$ cat src/rtl/seg_pkg.sv
// Shared constants for the 8-digit seven-segment scanner: digit count, special
// nibble codes and active-low glyphs ordered {g,f,e,d,c,b,a}.
package seg_pkg;

  localparam int unsigned NDIG = 8;

  localparam logic [3:0] SEG_DASH  = 4'hB;
  localparam logic [3:0] SEG_BLANK = 4'hF;

  localparam logic [6:0] GLYPH_0    = 7'h40;
  localparam logic [6:0] GLYPH_1    = 7'h79;
  localparam logic [6:0] GLYPH_2    = 7'h24;
  localparam logic [6:0] GLYPH_3    = 7'h30;
  localparam logic [6:0] GLYPH_4    = 7'h19;
  localparam logic [6:0] GLYPH_5    = 7'h12;
  localparam logic [6:0] GLYPH_6    = 7'h02;
  localparam logic [6:0] GLYPH_7    = 7'h78;
  localparam logic [6:0] GLYPH_8    = 7'h00;
  localparam logic [6:0] GLYPH_9    = 7'h10;
  localparam logic [6:0] GLYPH_A    = 7'h08;
  localparam logic [6:0] GLYPH_DASH = 7'h3F;
  localparam logic [6:0] GLYPH_C    = 7'h46;
  localparam logic [6:0] GLYPH_D    = 7'h21;
  localparam logic [6:0] GLYPH_E    = 7'h06;
  localparam logic [6:0] GLYPH_OFF  = 7'h7F;

endpackage

$ cat src/rtl/seg_scan_if.sv
// Display word, per-digit masks and the multiplexed anode/cathode drive.
interface seg_scan_if;

  logic [31:0] disp_data;
  logic [7:0]  blank_mask;
  logic [7:0]  dp_mask;
  logic [7:0]  blink_mask;
  logic [7:0]  an;
  logic [6:0]  seg;
  logic        dp;
  logic        frame_start;

  modport master (
    output disp_data, blank_mask, dp_mask, blink_mask,
    input  an, seg, dp, frame_start
  );

  modport slave (
    input  disp_data, blank_mask, dp_mask, blink_mask,
    output an, seg, dp, frame_start
  );

endinterface

$ cat src/rtl/seg_decode.sv
// Nibble code to active-low seven-segment glyph; 0xB is the separator dash.
module seg_decode
  import seg_pkg::*;
(
  input  logic [3:0] code,
  output logic [6:0] seg
);

  always_comb begin
    seg = GLYPH_OFF;
    case (code)
      4'h0:      seg = GLYPH_0;
      4'h1:      seg = GLYPH_1;
      4'h2:      seg = GLYPH_2;
      4'h3:      seg = GLYPH_3;
      4'h4:      seg = GLYPH_4;
      4'h5:      seg = GLYPH_5;
      4'h6:      seg = GLYPH_6;
      4'h7:      seg = GLYPH_7;
      4'h8:      seg = GLYPH_8;
      4'h9:      seg = GLYPH_9;
      4'hA:      seg = GLYPH_A;
      SEG_DASH:  seg = GLYPH_DASH;
      4'hC:      seg = GLYPH_C;
      4'hD:      seg = GLYPH_D;
      4'hE:      seg = GLYPH_E;
      default:   seg = GLYPH_OFF;
    endcase
  end

endmodule

$ cat src/rtl/seg_scan.sv
// Time-multiplexed 8-digit common-anode driver with per-frame snapshot,
// per-digit blanking, decimal points and blinking.
module seg_scan
  import seg_pkg::*;
#(
  parameter int unsigned SCAN_DIV     = 100000,
  parameter int unsigned GUARD        = 200,
  parameter int unsigned BLINK_FRAMES = 62
) (
  input  logic      clk,
  input  logic      reset,
  seg_scan_if.slave bus
);

  localparam int unsigned PW = $clog2(SCAN_DIV + 1);
  localparam int unsigned BW = $clog2(BLINK_FRAMES + 1);

  logic [PW-1:0] prescaler_q, prescaler_d;
  logic [2:0]    idx_q, idx_d;
  logic [31:0]   snap_q, snap_d;
  logic [7:0]    blank_snap_q, blank_snap_d;
  logic [7:0]    dp_snap_q, dp_snap_d;
  logic [7:0]    blink_snap_q, blink_snap_d;
  logic [BW-1:0] blink_cnt_q, blink_cnt_d;
  logic          blink_on_q, blink_on_d;
  logic [7:0]    an_q, an_d;
  logic [6:0]    seg_q;
  logic          dp_q, dp_d;
  logic          frame_start_q;

  logic          tick, wrap, guard, dark;
  logic [3:0]    nibble;
  logic [6:0]    glyph;

  assign tick   = (prescaler_q == PW'(SCAN_DIV - 1));
  assign wrap   = tick && (idx_q == 3'(NDIG - 1));
  assign guard  = (prescaler_q < PW'(GUARD));
  assign nibble = snap_q[{idx_q, 2'b00} +: 4];
  assign dark   = blank_snap_q[idx_q] | (blink_snap_q[idx_q] & ~blink_on_q);

  seg_decode u_decode (
    .code (nibble),
    .seg  (glyph)
  );

  always_comb begin
    prescaler_d  = tick ? '0 : prescaler_q + PW'(1);
    idx_d        = tick ? idx_q + 3'd1 : idx_q;
    snap_d       = snap_q;
    blank_snap_d = blank_snap_q;
    dp_snap_d    = dp_snap_q;
    blink_snap_d = blink_snap_q;
    blink_cnt_d  = blink_cnt_q;
    blink_on_d   = blink_on_q;
    // Everything shown during a frame is latched together so nothing tears mid-scan.
    if (wrap) begin
      snap_d       = bus.disp_data;
      blank_snap_d = bus.blank_mask;
      dp_snap_d    = bus.dp_mask;
      blink_snap_d = bus.blink_mask;
      if (blink_cnt_q == BW'(BLINK_FRAMES - 1)) begin
        blink_cnt_d = '0;
        blink_on_d  = ~blink_on_q;
      end else begin
        blink_cnt_d = blink_cnt_q + BW'(1);
      end
    end
  end

  always_comb begin
    an_d = 8'hFF;
    if (!guard && !dark) an_d[idx_q] = 1'b0;
    dp_d = ~dp_snap_q[idx_q] | dark;
  end

  // Reset snapshot is all-blank with every digit masked, giving one dark frame.
  always_ff @(posedge clk or negedge reset) begin
    if (!reset) begin
      prescaler_q   <= '0;
      idx_q         <= '0;
      snap_q        <= 32'hFFFF_FFFF;
      blank_snap_q  <= 8'hFF;
      dp_snap_q     <= 8'h00;
      blink_snap_q  <= 8'h00;
      blink_cnt_q   <= '0;
      blink_on_q    <= 1'b1;
      an_q          <= 8'hFF;
      seg_q         <= GLYPH_OFF;
      dp_q          <= 1'b1;
      frame_start_q <= 1'b0;
    end else begin
      prescaler_q   <= prescaler_d;
      idx_q         <= idx_d;
      snap_q        <= snap_d;
      blank_snap_q  <= blank_snap_d;
      dp_snap_q     <= dp_snap_d;
      blink_snap_q  <= blink_snap_d;
      blink_cnt_q   <= blink_cnt_d;
      blink_on_q    <= blink_on_d;
      an_q          <= an_d;
      seg_q         <= glyph;
      dp_q          <= dp_d;
      frame_start_q <= wrap;
    end
  end

  assign bus.an          = an_q;
  assign bus.seg         = seg_q;
  assign bus.dp          = dp_q;
  assign bus.frame_start = frame_start_q;

endmodule

$ cat src/flat_wrapper.sv
// flat-port wrapper written by rule: the top's interface ports become plain ports
module seg_scan_flat import seg_pkg::*;
#(
  parameter int unsigned SCAN_DIV     = 100000,
  parameter int unsigned GUARD        = 200,
  parameter int unsigned BLINK_FRAMES = 62
)
  (clk, reset, bus_disp_data, bus_blank_mask, bus_dp_mask, bus_blink_mask, bus_an, bus_seg, bus_dp, bus_frame_start);
  seg_scan_if bus_i ();
  input  logic clk;
  input  logic reset;
  input wire logic [$bits(bus_i.disp_data)-1:0] bus_disp_data;
  input wire logic [$bits(bus_i.blank_mask)-1:0] bus_blank_mask;
  input wire logic [$bits(bus_i.dp_mask)-1:0] bus_dp_mask;
  input wire logic [$bits(bus_i.blink_mask)-1:0] bus_blink_mask;
  output wire logic [$bits(bus_i.an)-1:0] bus_an;
  output wire logic [$bits(bus_i.seg)-1:0] bus_seg;
  output wire logic [$bits(bus_i.dp)-1:0] bus_dp;
  output wire logic [$bits(bus_i.frame_start)-1:0] bus_frame_start;
  assign bus_i.disp_data = bus_disp_data;
  assign bus_i.blank_mask = bus_blank_mask;
  assign bus_i.dp_mask = bus_dp_mask;
  assign bus_i.blink_mask = bus_blink_mask;
  assign bus_an = bus_i.an;
  assign bus_seg = bus_i.seg;
  assign bus_dp = bus_i.dp;
  assign bus_frame_start = bus_i.frame_start;
  seg_scan #(.SCAN_DIV(SCAN_DIV), .GUARD(GUARD), .BLINK_FRAMES(BLINK_FRAMES)) u_core (.clk(clk), .reset(reset), .bus(bus_i));
endmodule
$ cat config.mk
export PLATFORM = sky130hd
export DESIGN_NAME = seg_scan_flat
export DESIGN_NICKNAME = d
export VERILOG_FILES = /design/src/rtl/seg_pkg.sv /design/src/rtl/seg_scan_if.sv /design/src/rtl/seg_decode.sv /design/src/rtl/seg_scan.sv /design/src/flat_wrapper.sv
export SDC_FILE = /design/constraint.sdc
export NUM_CORES = 1
export LEC_CHECK = 0
export BUFFER_PORTS_ARGS = -buffer_cell sky130_fd_sc_hd__buf_4
export CAP_MARGIN = 20
export CORE_ASPECT_RATIO = 1.25
export CORE_MARGIN = 5
export CORE_UTILIZATION = 61
export CTS_CLUSTER_SIZE = 14
export DETAILED_ROUTE_END_ITERATION = 16
export PLACE_DENSITY = 0.82
export SYNTH_ARGS = -nofsm -noshare
export SYNTH_HDL_FRONTEND = slang
export SYNTH_SLANG_ARGS = --single-unit
$ cat constraint.sdc
create_clock -name clk -period 3.8 [get_ports clk]
set_clock_uncertainty 0.1 [all_clocks]
set_input_delay 0.19 -clock clk [delete_from_list [all_inputs] [get_ports clk]]
set_output_delay 0.19 -clock clk [all_outputs]
set_load 0.02 [all_outputs]
==> metrics.md <==
| Metric | Value |
|---|---|
| Port Buffers | 74 |
| Final Slew Violations | 0 |
| CTS Root Buffer Type | clkbuf_8 |
| PostCTS Resize Cnt | 0 |
| Highest clock rate | 328 MHz |
| Top-count cell post-synth | nand2_1 |
| Mapped cell area | 0.00471 mm^2 |
| Wire length of the first global-routing pass | 18900 um |
| CP endpoint kind | register |
| FF+latch count, synth | 100 |
| Syn Nets | around 550 |
| Clk slew on worst S/H paths | around 0.1 ns |
| Static Leak | 2.77 nW |
| Unrepaired setup endpoints after global routing | false |
| DIE AREA | 0.00959 mm^2 |
| Syn. warnings | 0 |
| Clk sinks | 100 |
| Initial Utilization | 0.633 |
| Main area contributors after synthesis | dfstp_2 32%, dfrtp_1 23%, nand2_1 15% |
| Congestion Overflow GR | 0 |
| Final worst slack | 0.753 ns |
| Worst path required time | 3.99 ns |
| TritonCTS clock tree | done |
| Syn Inst Count | 486 |
| Area Overhead vs Synth | 29.0% |
| Setup fix buffers added after clock tree synthesis | 0 |
| Final setup violation count | 0 |
| Routed wire length per instance | 16.8 um |
| CTS Hold Buffers Added | 57 |
| CP Data Arrival Time | approximately 3.2 ns |
| Post-DP HPWL | approximately 7500 um |
| Later-pin clock latency in the skew report | 0.36 ns |
| Clock Path Buffers | 2 |
| Worst Tran Pin Value | 0.968 ns |
| Worst VDD drop | ~250 uV |
| Mean post-synth cell area | around 9.7 um^2 |
| # DRC | 0 |
| Min Tclk post-route | 3.05 ns |
| WL final | 11900 um |
| Post-synth ARST share | 1.00 |
| Worst Hold Class | input pin to async pin |
| Chip Width | 88.6 um |
| Post-synth EDFFs | 0 |
| Post-route ant nets | 0 |
| Initial antenna violation count | 1 |
| Final Hold Fails | 0 |
| CP startpoint kind | register |
| Largest net degree at the start of global routing | 66 |
| CTS buffer count | 9 |
| Fin nets | 679 |
| Unique masters post-synth | 53 |
| Ports | 75 |
| Fraction of layout cells with a size suffix above 1 | 0.279 |
| Top cells by count, synth | 186 x nand2_1, 57 x dfstp_2, 43 x dfrtp_1 |
| Top_reg_cell synth | dfstp_2 |
| Largest area contributor in the netlist | dfstp_2 |
| Sequential area share after synthesis | 0.546 |
| Design Area, Final | 0.00608 mm^2 |
| Status | completed |
| Final period util | 0.802 |
| DR pass1 iterations | 5 |
| GR Util All Layers | 0.258 |
| Placer Congestion | 0.853 |
| Cell area after placement | 0.00534 mm^2 |
| H-tree Lvls | 3 |
| Die H | 108 um |
| DP Worst Slack | roughly 0.81 ns |
| Starting DRC count in detailed routing | 277 |
| Number of global-route vias before repair | roughly 4000 |
| Total number of vias | approximately 4000 |
| Max Cap Viol | 0 |
| Setup TNS | 0 ns |
| Critical path class | register to register |
| Row count | 35 |
| Slew HR | 0.355 |
| CORE AREA | between 0.007 and 0.008 mm^2 |
| CP max FO | 65 |
| DR vias/cell | 5.59 |
| Reg2reg setup slack | 0.75 ns |
| Pwr dens | 296 mW/mm^2 |
| Share of the synthesized area in the top cell type | 0.318 |
-- critical path, stage by stage (launching register included) --
cell	delay (ns)
dfrtp_1	0.79
ha_1	0.28
ha_1	0.18
inv_1	0.09
or4_4	0.85
or4_1	0.59
nand2_1	0.08
-- metrics by stage --
| stage | util | hold WS (ns) | std cells | total power (W) |
|---|---|---|---|---|
| 5_1_grt | 0.816 | 0.290 | 709 | 0.00186 |
| 2_1_floorplan | - | -0.206 | 486 | 0.00109 |
| 3_5_place_dp | 0.717 | 0.100 | 635 | 0.00115 |
| 3_3_place_gp | 0.717 | 0.0914 | 635 | 0.00115 |
| 6_report | 0.816 | 0.245 | 709 | 0.00180 |
| 4_1_cts | 0.816 | 0.255 | 708 | 0.00180 |
-- sequential cells by signal, summed over array words and instances, names as in the netlist, 6 cells and up --
register / flops
u_core.bus.seg: 7
u_core.blank_snap_q: 8
u_core.snap_q: 32
u_core.bus.an: 8
u_core.blink_snap_q: 8
u_core.prescaler_q: 17
u_core.blink_cnt_q: 6
u_core.dp_snap_q: 8
-- path summary, 6_finish.rpt --
kind,start,end,depth (start not counted)
setup / recovery,u_core.idx_q[1]$_DFFE_PN0N_,u_core.blink_cnt_q[5]$_DFFE_PN0P_,6
hold / removal,reset,u_core.bus.frame_start$_DFF_PN0_,2
setup reg to reg,u_core.idx_q[1]$_DFFE_PN0N_,u_core.blink_cnt_q[5]$_DFFE_PN0P_,6
hold reg to reg,u_core.snap_q[16]$_DFFE_PN1P_,u_core.snap_q[16]$_DFFE_PN1P_,2
max in group asynchronous,reset,u_core.snap_q[25]$_DFFE_PN1P_,3
min in group clk,u_core.snap_q[16]$_DFFE_PN1P_,u_core.snap_q[16]$_DFFE_PN1P_,2
-- routing by layer --
layer  vias up  GRT usage  part of all wire
met5         -          0                 0
met4         0     0.0940             0.023
met3        30     0.0381             0.055
met2       164      0.468              0.55
met1      1896      0.304              0.38
li1       1875          -                 -
-- layout by cell type, fill, tap and decap left out, drive strengths merged, types with 3 or more instances in the layout --
cell type      n
buf           82
dfstp         57
nand3         10
nand2        186
xor2           7
o21ai         10
ha            10
nor2b          7
nor4           3
nor3b          5
mux4           6
xnor2         10
mux2           6
or2            3
nand3b         3
clkinv         4
a21oi          9
o31ai          3
dfrtp         43
mux2i          4
dlygate4sd3   57
clkbuf        11
inv            9
nand4         11
nor2          18
o211ai         3
and3           4
nor3           3
a31oi          3
or4            4
-- power breakdown --
group | switching (W) | internal [W]
sequential | 0 | 0.00107
combinational | 0.0000401 | 0.0000764
clock | 0.000370 | 0.000243
-- kinds of logic after synthesis --
| family | Yosys count | synth area share |
|---|---|---|
| XOR/XNOR | 17 | 0.0316 |
| multiplexers | 16 | 0.0515 |
| AND/OR/NAND/NOR | 264 | 0.246 |
| buffers and inverters | 33 | 0.0303 |
| adder cells (fa/ha/maj) | 10 | 0.0266 |
| flip-flops | 100 | 0.546 |
| AO/OA/AOI/OAI | 46 | 0.0672 |
-- final cells by class --
class | instances | area [um^2]
sequential | 100 | 2570
clock buffer | 11 | 131
tap | 92 | 115
multi-input combinational | 353 | 2000
fill | 437 | 1370
inverter | 8 | 30.0
clock inverter | 5 | 37.5
antenna | 1 | 2.50
timing repair buffer | 139 | 1190
Power figures use the tool's default switching activity.
